$ cat src/rtl/note_tone_generator.sv
// note_tone_generator
//   Square-wave note player for the switch-selected note (Do..Do2). The
//   switches are synchronized and debounced. Pitch changes and stops are
//   applied only on half-period boundaries, so no runt pulse is produced.
//   active_note is registered so the downstream note-name display always
//   shows the pitch that is actually sounding.
//
// Ports
//   CLOCK_50     in   system clock, rising edge
//   reset        in   asynchronous, active-high reset
//   SW[9:0]      in   SW[0] play enable, SW[3:1] note select, SW[9:4] unused
//   tone_out     out  square wave to the audio path
//   active_note  out  note currently sounding (feeds the display)
//   playing      out  high while in PLAY or STOPPING
//   cycle_strobe out  one-cycle pulse in the cycle after tone_out rises
module note_tone_generator #(
  parameter int CLK_FREQ_HZ     = 50_000_000,
  parameter int DEBOUNCE_CYCLES = 500_000,
  parameter int CNT_W           = 16
) (
  input  logic       CLOCK_50,
  input  logic       reset,
  input  logic [9:0] SW,
  output logic       tone_out,
  output logic [2:0] active_note,
  output logic       playing,
  output logic       cycle_strobe
);

  localparam int DB_W = (DEBOUNCE_CYCLES > 1) ? $clog2(DEBOUNCE_CYCLES) : 1;
  localparam logic [DB_W-1:0] DB_LAST = DB_W'(DEBOUNCE_CYCLES - 1);

  typedef enum logic [1:0] {IDLE, PLAY, STOPPING} state_t;

  logic [3:0]       sync1, sync2, cand, accepted;
  logic [DB_W-1:0]  db_cnt;
  logic             acc_en;
  logic [2:0]       acc_note, pending_note;
  logic [CNT_W-1:0] cnt, half;
  logic             boundary, tone_d;
  state_t           state;

  logic unused_sw;
  assign unused_sw = ^SW[9:4];

  // Two-flop synchronizer followed by a stability-counting debouncer.
  // The counter saturates once the candidate is accepted.
  always_ff @(posedge CLOCK_50 or posedge reset) begin
    if (reset) begin
      sync1    <= '0;
      sync2    <= '0;
      cand     <= '0;
      db_cnt   <= '0;
      accepted <= '0;
    end else begin
      sync1 <= SW[3:0];
      sync2 <= sync1;
      if (sync2 != cand) begin
        cand   <= sync2;
        db_cnt <= '0;
      end else if (db_cnt == DB_LAST) begin
        accepted <= cand;
      end else begin
        db_cnt <= db_cnt + DB_W'(1);
      end
    end
  end

  assign acc_en   = accepted[0];
  assign acc_note = accepted[3:1];

  // Half-period in clock cycles, always looked up from the sounding note.
  always_comb begin
    half = '0;
    case (active_note)
      3'd0: half = CNT_W'(CLK_FREQ_HZ / (2 * 523));
      3'd1: half = CNT_W'(CLK_FREQ_HZ / (2 * 587));
      3'd2: half = CNT_W'(CLK_FREQ_HZ / (2 * 659));
      3'd3: half = CNT_W'(CLK_FREQ_HZ / (2 * 698));
      3'd4: half = CNT_W'(CLK_FREQ_HZ / (2 * 783));
      3'd5: half = CNT_W'(CLK_FREQ_HZ / (2 * 880));
      3'd6: half = CNT_W'(CLK_FREQ_HZ / (2 * 987));
      3'd7: half = CNT_W'(CLK_FREQ_HZ / (2 * 1046));
      default: half = '0;
    endcase
  end

  assign boundary = (cnt == half - CNT_W'(1));

  // PLAY and STOPPING share the counting path. A low enable always wins:
  // at a boundary it ends the tone, otherwise it parks in STOPPING while the
  // current half completes. Note changes are latched only from PLAY.
  always_ff @(posedge CLOCK_50 or posedge reset) begin
    if (reset) begin
      state        <= IDLE;
      cnt          <= '0;
      tone_out     <= 1'b0;
      tone_d       <= 1'b0;
      active_note  <= '0;
      pending_note <= '0;
      playing      <= 1'b0;
      cycle_strobe <= 1'b0;
    end else begin
      pending_note <= acc_note;
      tone_d       <= tone_out;
      cycle_strobe <= tone_out & ~tone_d;
      case (state)
        IDLE: begin
          tone_out <= 1'b0;
          cnt      <= '0;
          if (acc_en) begin
            active_note <= pending_note;
            tone_out    <= 1'b1;
            state       <= PLAY;
            playing     <= 1'b1;
          end
        end
        default: begin
          if (!acc_en) begin
            if (boundary) begin
              tone_out <= 1'b0;
              cnt      <= '0;
              state    <= IDLE;
              playing  <= 1'b0;
            end else begin
              cnt   <= cnt + CNT_W'(1);
              state <= STOPPING;
            end
          end else begin
            state <= PLAY;
            if (boundary) begin
              tone_out <= ~tone_out;
              cnt      <= '0;
              if (state == PLAY) active_note <= pending_note;
            end else begin
              cnt <= cnt + CNT_W'(1);
            end
          end
        end
      endcase
    end
  end

endmodule

$ cat config.mk
export PLATFORM = sky130hd
export DESIGN_NAME = note_tone_generator
export DESIGN_NICKNAME = d
export VERILOG_FILES = /design/src/rtl/note_tone_generator.sv
export SDC_FILE = /design/constraint.sdc
export NUM_CORES = 1
export LEC_CHECK = 0
export ABC_AREA = 1
export CAP_MARGIN = 20
export CELL_PAD_IN_SITES_DETAIL_PLACEMENT = 1
export CELL_PAD_IN_SITES_GLOBAL_PLACEMENT = 1
export CORE_MARGIN = 2
export CORE_UTILIZATION = 45
export CTS_BUF_LIST = sky130_fd_sc_hd__clkbuf_16
export DETAILED_ROUTE_END_ITERATION = 6
export PLACE_DENSITY = 0.89
export SLEW_MARGIN = 20
export SYNTH_ARGS = -nofsm -noshare
export SYNTH_HDL_FRONTEND = slang
export SYNTH_SLANG_ARGS = --single-unit
$ cat constraint.sdc
create_clock -name CLOCK_50 -period 2.95 [get_ports CLOCK_50]
set_input_delay 0.295 -clock CLOCK_50 [delete_from_list [all_inputs] [get_ports CLOCK_50]]
set_output_delay 0.295 -clock CLOCK_50 [all_outputs]
set_load 0.01 [all_outputs]
==> impl_metrics.py <==
metrics = {
    "synthesis": {
        "net_count_of_the_mapped_netlist": 442,
        "synth.cells.most_frequent": "104 x nand2_1, 63 x dfrtp_1, 60 x inv_1, 43 x nor2_1, 29 x nand3_1",
        "synth_top_cell_area_share_pct": 47.01,
        "ys_ff_latch": 63,
        "syn_area_mm2": 0.003353,
        "synthesis.area_per_instance_um2": 8.003,
        "synth_enable_flop_cells": 0,
        "postSynthCellCount": 419,
        "largest_area_contributor_in_the_synthesized_netlist": "dfrtp_1",
        "ys_async_sr_fraction_pct": 100.0,
        "area_contributors_post_synth": "dfrtp_1 47%, nand2_1 12%, inv_1 6.7%, nor2_1 4.8%, nand3_1 4.3%",
        "dominantRegCellSynth": "dfrtp_1",
        "synth_sequential_area_ratio_pct": 47.01,
        "netlist-cell-type-count": 31,
        "yosysWarningCount": 0,
        "post-synth-top-count-cell": "nand2_1",
    },
    "pwr": {
        "static-leakage-power_nw": 1.794,
        "power.ir.vdd_worst_mv": 0.3681,
        "p_per_area_mw_per_mm2": 513.4,
        "overall_power_after_layout_w": 0.001992,
    },
    "clock_network": {
        "cts_repair_resize_count": 0,
        "htreeDepth": 3,
        "worst_case_clock_buffer_depth": 2,
        "numCtsBuffers": 9,
        "tritoncts": "yes",
        "clkTransAtPathRegs_ns": 0.06,
        "cts_post_setup_buffers_inserted": 0,
        "clock_latency_ns": 0.34,
        "cts.sinks": 63,
        "ctsHoldBuffers": 0,
        "clock_tree.root_cell": "clkbuf_16",
    },
    "drt": {
        "route.vias.total": 2935,
        "detail-route-antenna-nets": 0,
        "drt_pre_antenna_iters": 4,
        "remaining_drc_errors": 0,
        "wire_per_inst_um": 16.49,
        "routed_via_density": 5.425,
        "drt_first_iter_violations": 136,
        "wl_mm": 8.919,
    },
    "floorplanning": {
        "initial_utilization_pct": 46.23,
        "ioPinCount": 18,
        "cell_row_count": 31,
        "coreArea_mm2": 0.007253,
        "floorplan.die_area_mm2": 0.008158,
        "chipWidth_um": 90.32,
        "floorplan.die.height_um": 90.32,
    },
    "timing": {
        "slew-limit-headroom_pct": 54.41,
        "tightest_slew_ns": 0.6829,
        "min_period_over_period_pct": 89.48,
        "setup_total_negative_slack_ns": 0,
        "period_needed_ns": 2.640,
        "slew_violations": 0,
        "achievable-frequency_mhz": 378.8,
        "grt_setup_unrepaired": "false",
        "final-hold-violation-count": 0,
        "timing.final.setup_violations": 0,
        "setup_ws_ns": 0.3102,
        "clock_skew_ns": 0.009307,
    },
    "worst_setup_path": {
        "crit_type": "reg -> reg",
        "critPathMaxFanout": 16,
        "critPathLaunchType": "flip-flop",
        "worst-endpoint-required_ns": 3.15,
        "critPathArrivalTime_ns": 2.84,
        "timing.critical_path.to_type": "flip-flop",
    },
    "cells_and_area": {
        "fillCellCount": 898,
        "layoutNonFillerInstCount": 541,
        "antennaDiodeCount": 0,
        "final_layout_size_suffix_gt1_share_pct": 9.502,
        "final_net_count": 460,
        "synthToLayoutAreaGrowth_pct": 15.71,
    },
    "run_status": {
        "outcome": "completed",
    },
    "placement": {
        "detailed_place_hpwl_mm": 6.303,
        "port-buffer-count": 11,
        "preCtsSetupSlack_ns": 0.2652,
        "finalWeightedCongestion": 0.8509,
        "place.detailed.instances": 525,
    },
    "global_route": {
        "global_route.usage.total_pct": 23.59,
        "grt_pass1_wl_mm": 15.28,
        "antenna_found_initial": 0,
        "largest_net_degree_at_the_start_of_global_routing": 33,
        "globalRoute.totalOverflow": 0,
        "grt_pass1_vias": 3185,
    },
    "min_path": {
        "hp-class": "reg -> reg",
    },
    "run": {
        "cap_violations": 0,
    },
}
## final cells by class
| class | count | area (um2) | area share [%] |
|---|---|---|---|
| sequential | 63 | 1578 | 40.66 |
| multi-input combinational | 286 | 1486 | 38.31 |
| clock inverter | 7 | 77.57 | 1.999 |
| timing repair buffer | 15 | 156.4 | 4.031 |
| clock buffer | 9 | 225.2 | 5.805 |
| inverter | 62 | 232.7 | 5.998 |
| tap | 99 | 123.9 | 3.193 |
## critical path, cell delays in order, from the launching register on
cell	delay, ns
dfrtp_1	0.34
inv_1	0.07
ha_1	0.33
nand2_1	0.08
o21ai_2	0.12
inv_1	0.11
ha_1	0.31
inv_1	0.04
nand2_1	0.05
nand2_1	0.05
a21oi_1	0.12
nand2_1	0.06
nor2_1	0.09
nand3_1	0.08
nor2_1	0.11
nand3_2	0.13
nand2_4	0.13
buf_6	0.19
nor3_1	0.07
## where the power goes
group          switching, W  internal (W)
combinational     0.0000269     0.0000127
clock              0.000410      0.000662
sequential       0.00000651      0.000874
total              0.000444       0.00155
## cells in the final DEF (no fill, tap or decap), types with 4 or more instances in the layout
master,instances
a21oi_1,18
clkbuf_16,9
clkdlybuf4s50_1,11
dfrtp_1,62
ha_1,11
inv_1,59
mux2_2,4
nand2_1,104
nand3_1,29
nand4_1,12
nor2_1,43
nor3_1,13
nor4_1,4
o21ai_0,15
xor2_1,11
## stage by stage
| step | util, % | cell area, um2 | hold WS [ns] |
|---|---|---|---|
| global placement | 49.25 | 3572 | 0.3324 |
| detailed placement | 49.25 | 3572 | 0.3466 |
| finish | 53.49 | 3880 | 0.3463 |
| global route | 53.49 | 3880 | 0.3590 |
| CTS | 53.42 | 3875 | 0.3507 |
| floorplan | - | 3353 | 0.3264 |
## sequential cells by signal, indices dropped and copies added (netlist names)
register      cells
tone_out          1
state             2
sync1             4
playing           1
accepted          4
sync2             4
cand              4
active_note       3
cycle_strobe      1
cnt              16
pending_note      3
tone_d            1
db_cnt           19
## worst paths after layout
kind | start | end | slack [ns] | cells after the start
max | active_note[0] | cnt[6] | 0.31 | 18
min | sync1[2] | sync2[2] | 0.35 | 0
max reg2reg | active_note[0] | cnt[6] | 0.31 | 18
min reg2reg | sync1[2] | sync2[2] | 0.35 | 0
max in group asynchronous | reset | cnt[4] | 1.93 | 3
min in group asynchronous | reset | sync2[2] | 0.40 | 2
## logic make-up after synthesis
family / Yosys count / synth area share, %
simple gates: 218 / 29.18
compound gates: 41 / 6.567
fa+ha+maj: 11 / 4.104
mux: 4 / 1.343
flops: 63 / 47.01
xor+xnor: 12 / 3.134
buf+inv: 70 / 8.657
## metal layers
metal | up-vias | routed length, um | GRT usage (%)
met4 | 0 | 208 | 10.90
met1 | 1477 | 3689 | 27.42
met2 | 56 | 4736 | 43.05
li1 | 1383 | - | -
met3 | 19 | 284 | 3.172
met5 | - | 0 | 0
Power figures use the tool's default switching activity.
==> patch: new RTL, config.mk and constraints unchanged <==
Set the parameter `DEBOUNCE_CYCLES` to 1_000_000 (it was 500_000).
--- a/src/rtl/note_tone_generator.sv
+++ b/src/rtl/note_tone_generator.sv
@@ -15,7 +15,7 @@
 //   cycle_strobe out  one-cycle pulse in the cycle after tone_out rises
 module note_tone_generator #(
   parameter int CLK_FREQ_HZ     = 50_000_000,
-  parameter int DEBOUNCE_CYCLES = 500_000,
+  parameter int DEBOUNCE_CYCLES = 1_000_000,
   parameter int CNT_W           = 16
 ) (
   input  logic       CLOCK_50,
Function: no difference found for any inputs over 10 cycles, from zero or initial values and one cycle with reset high; that may be too few to reach the edited logic, so the function may still have changed.
==> patch against the unedited design <==
Non-clock buffer count is 3 higher; routed wire length shrank 9.8%; total power fell by 0.79%; via count down 6.1%; critical endpoint is now active_note[1]$_DFFE_PP0P_; combinational power decreased by 4%; cell area up 0.74%; setup slack worse by 0.025 ns; area after synthesis is 0.60% higher; sequential cell count up 1; first-iteration DRC count shrank 40%.
==> patch: results (changes against the unedited design) <==
stage;metric;value;unit;change
finish;Largest regs;db_cnt x20, cnt x16;;
critical_path;CP Max Fanout;5;;-11
placed_design;Inst Count DP;508;;-3.2%
grt;number of global-route vias before repair;3105;;-2.5%
finish;layout cells sized above 1;0.113;;+0.0179
run_status;status;finished, final reports clean;;
drt;Vias;2755;;-6.1%
finish;final non-filler cell total;524;;-3.1%
drt;final WL;8040;microns;-9.8%
sta;Final Skew;0.00380;ns;-0.00551 ns
finish;Layout Nets;443;;-3.7%
synth;#FFs+latches synth;64;;+1.6%
synth;Post-Synthesis Cells;400;;-4.5%
critical_path;Critical Path Source;active_note[1]$_DFFE_PP0P_;;
pwr;Worst VDD drop;349;uV;-5.1%
finish;Final non-clock buffer share;0.0448;;+0.00450
finish;ClkCell Share;0.0762;;-0.00186
finish;Reg area;1600;sq um;+1.5%
sta;Peak Freq;375;MHz;-0.94%
finish;area of the multi-input gates;1490;sq um;+0.42%
placed_design;dpl ws;0.343;ns;+0.0781 ns
finish;#MultiIn Comb;269;;-5.9%
synth;Distinct cells, synth;35;;+13%
grt;GRT Resource Usage Total;0.219;;-0.0167
critical_path;CP peak stage delay;0.38;ns;+0.04 ns
placed_design;dpl cell area;3610;sq um;+1.1%
grt;global-route wire length before repair;14400;microns;-6.1%
finish;Non-clk bufs;18;;+3
worst_hold_path;min-delay worst type;in -> async;;
critical_path;CP Capture Point;active_note[1]$_DFFE_PP0P_;;
critical_path;critical path arrival;2.88;ns;+0.04 ns
grt;grt met1 use;0.250;;-0.0244
placed_design;Final GP Congestion;0.852;;about the same
pwr;leakage power;1.78;nW;-0.62%
-- patch: how the worst min path moves through the flow --
stage	to	cells past startpoint
after floorplan	sync1[0]$_DFF_PP0_	0
after global placement	sync2[3]$_DFF_PP0_	0
final	sync1[0]$_DFF_PP0_	2
after detailed placement	sync2[3]$_DFF_PP0_	0
after global routing	sync1[0]$_DFF_PP0_	2
after CTS	state[0]$_DFFE_PP0P_	2
-- patch: per-layer routing --
metal | part of all wire | vias to the layer above
li1 | - | 1332
met1 | 0.41 | 1368
met2 | 0.54 | 36
met3 | 0.022 | 19
met4 | 0.026 | 0
met5 | 0 | -
-- patch: cell families after synthesis --
logic type / share of synthesized area
AO/OA/AOI/OAI: 0.0642
XOR/XNOR: 0.0482
adder cells (fa/ha/maj): 0.0408
buffers and inverters: 0.0827
flip-flops: 0.475
multiplexers: 0.0134
AND/OR/NAND/NOR: 0.276
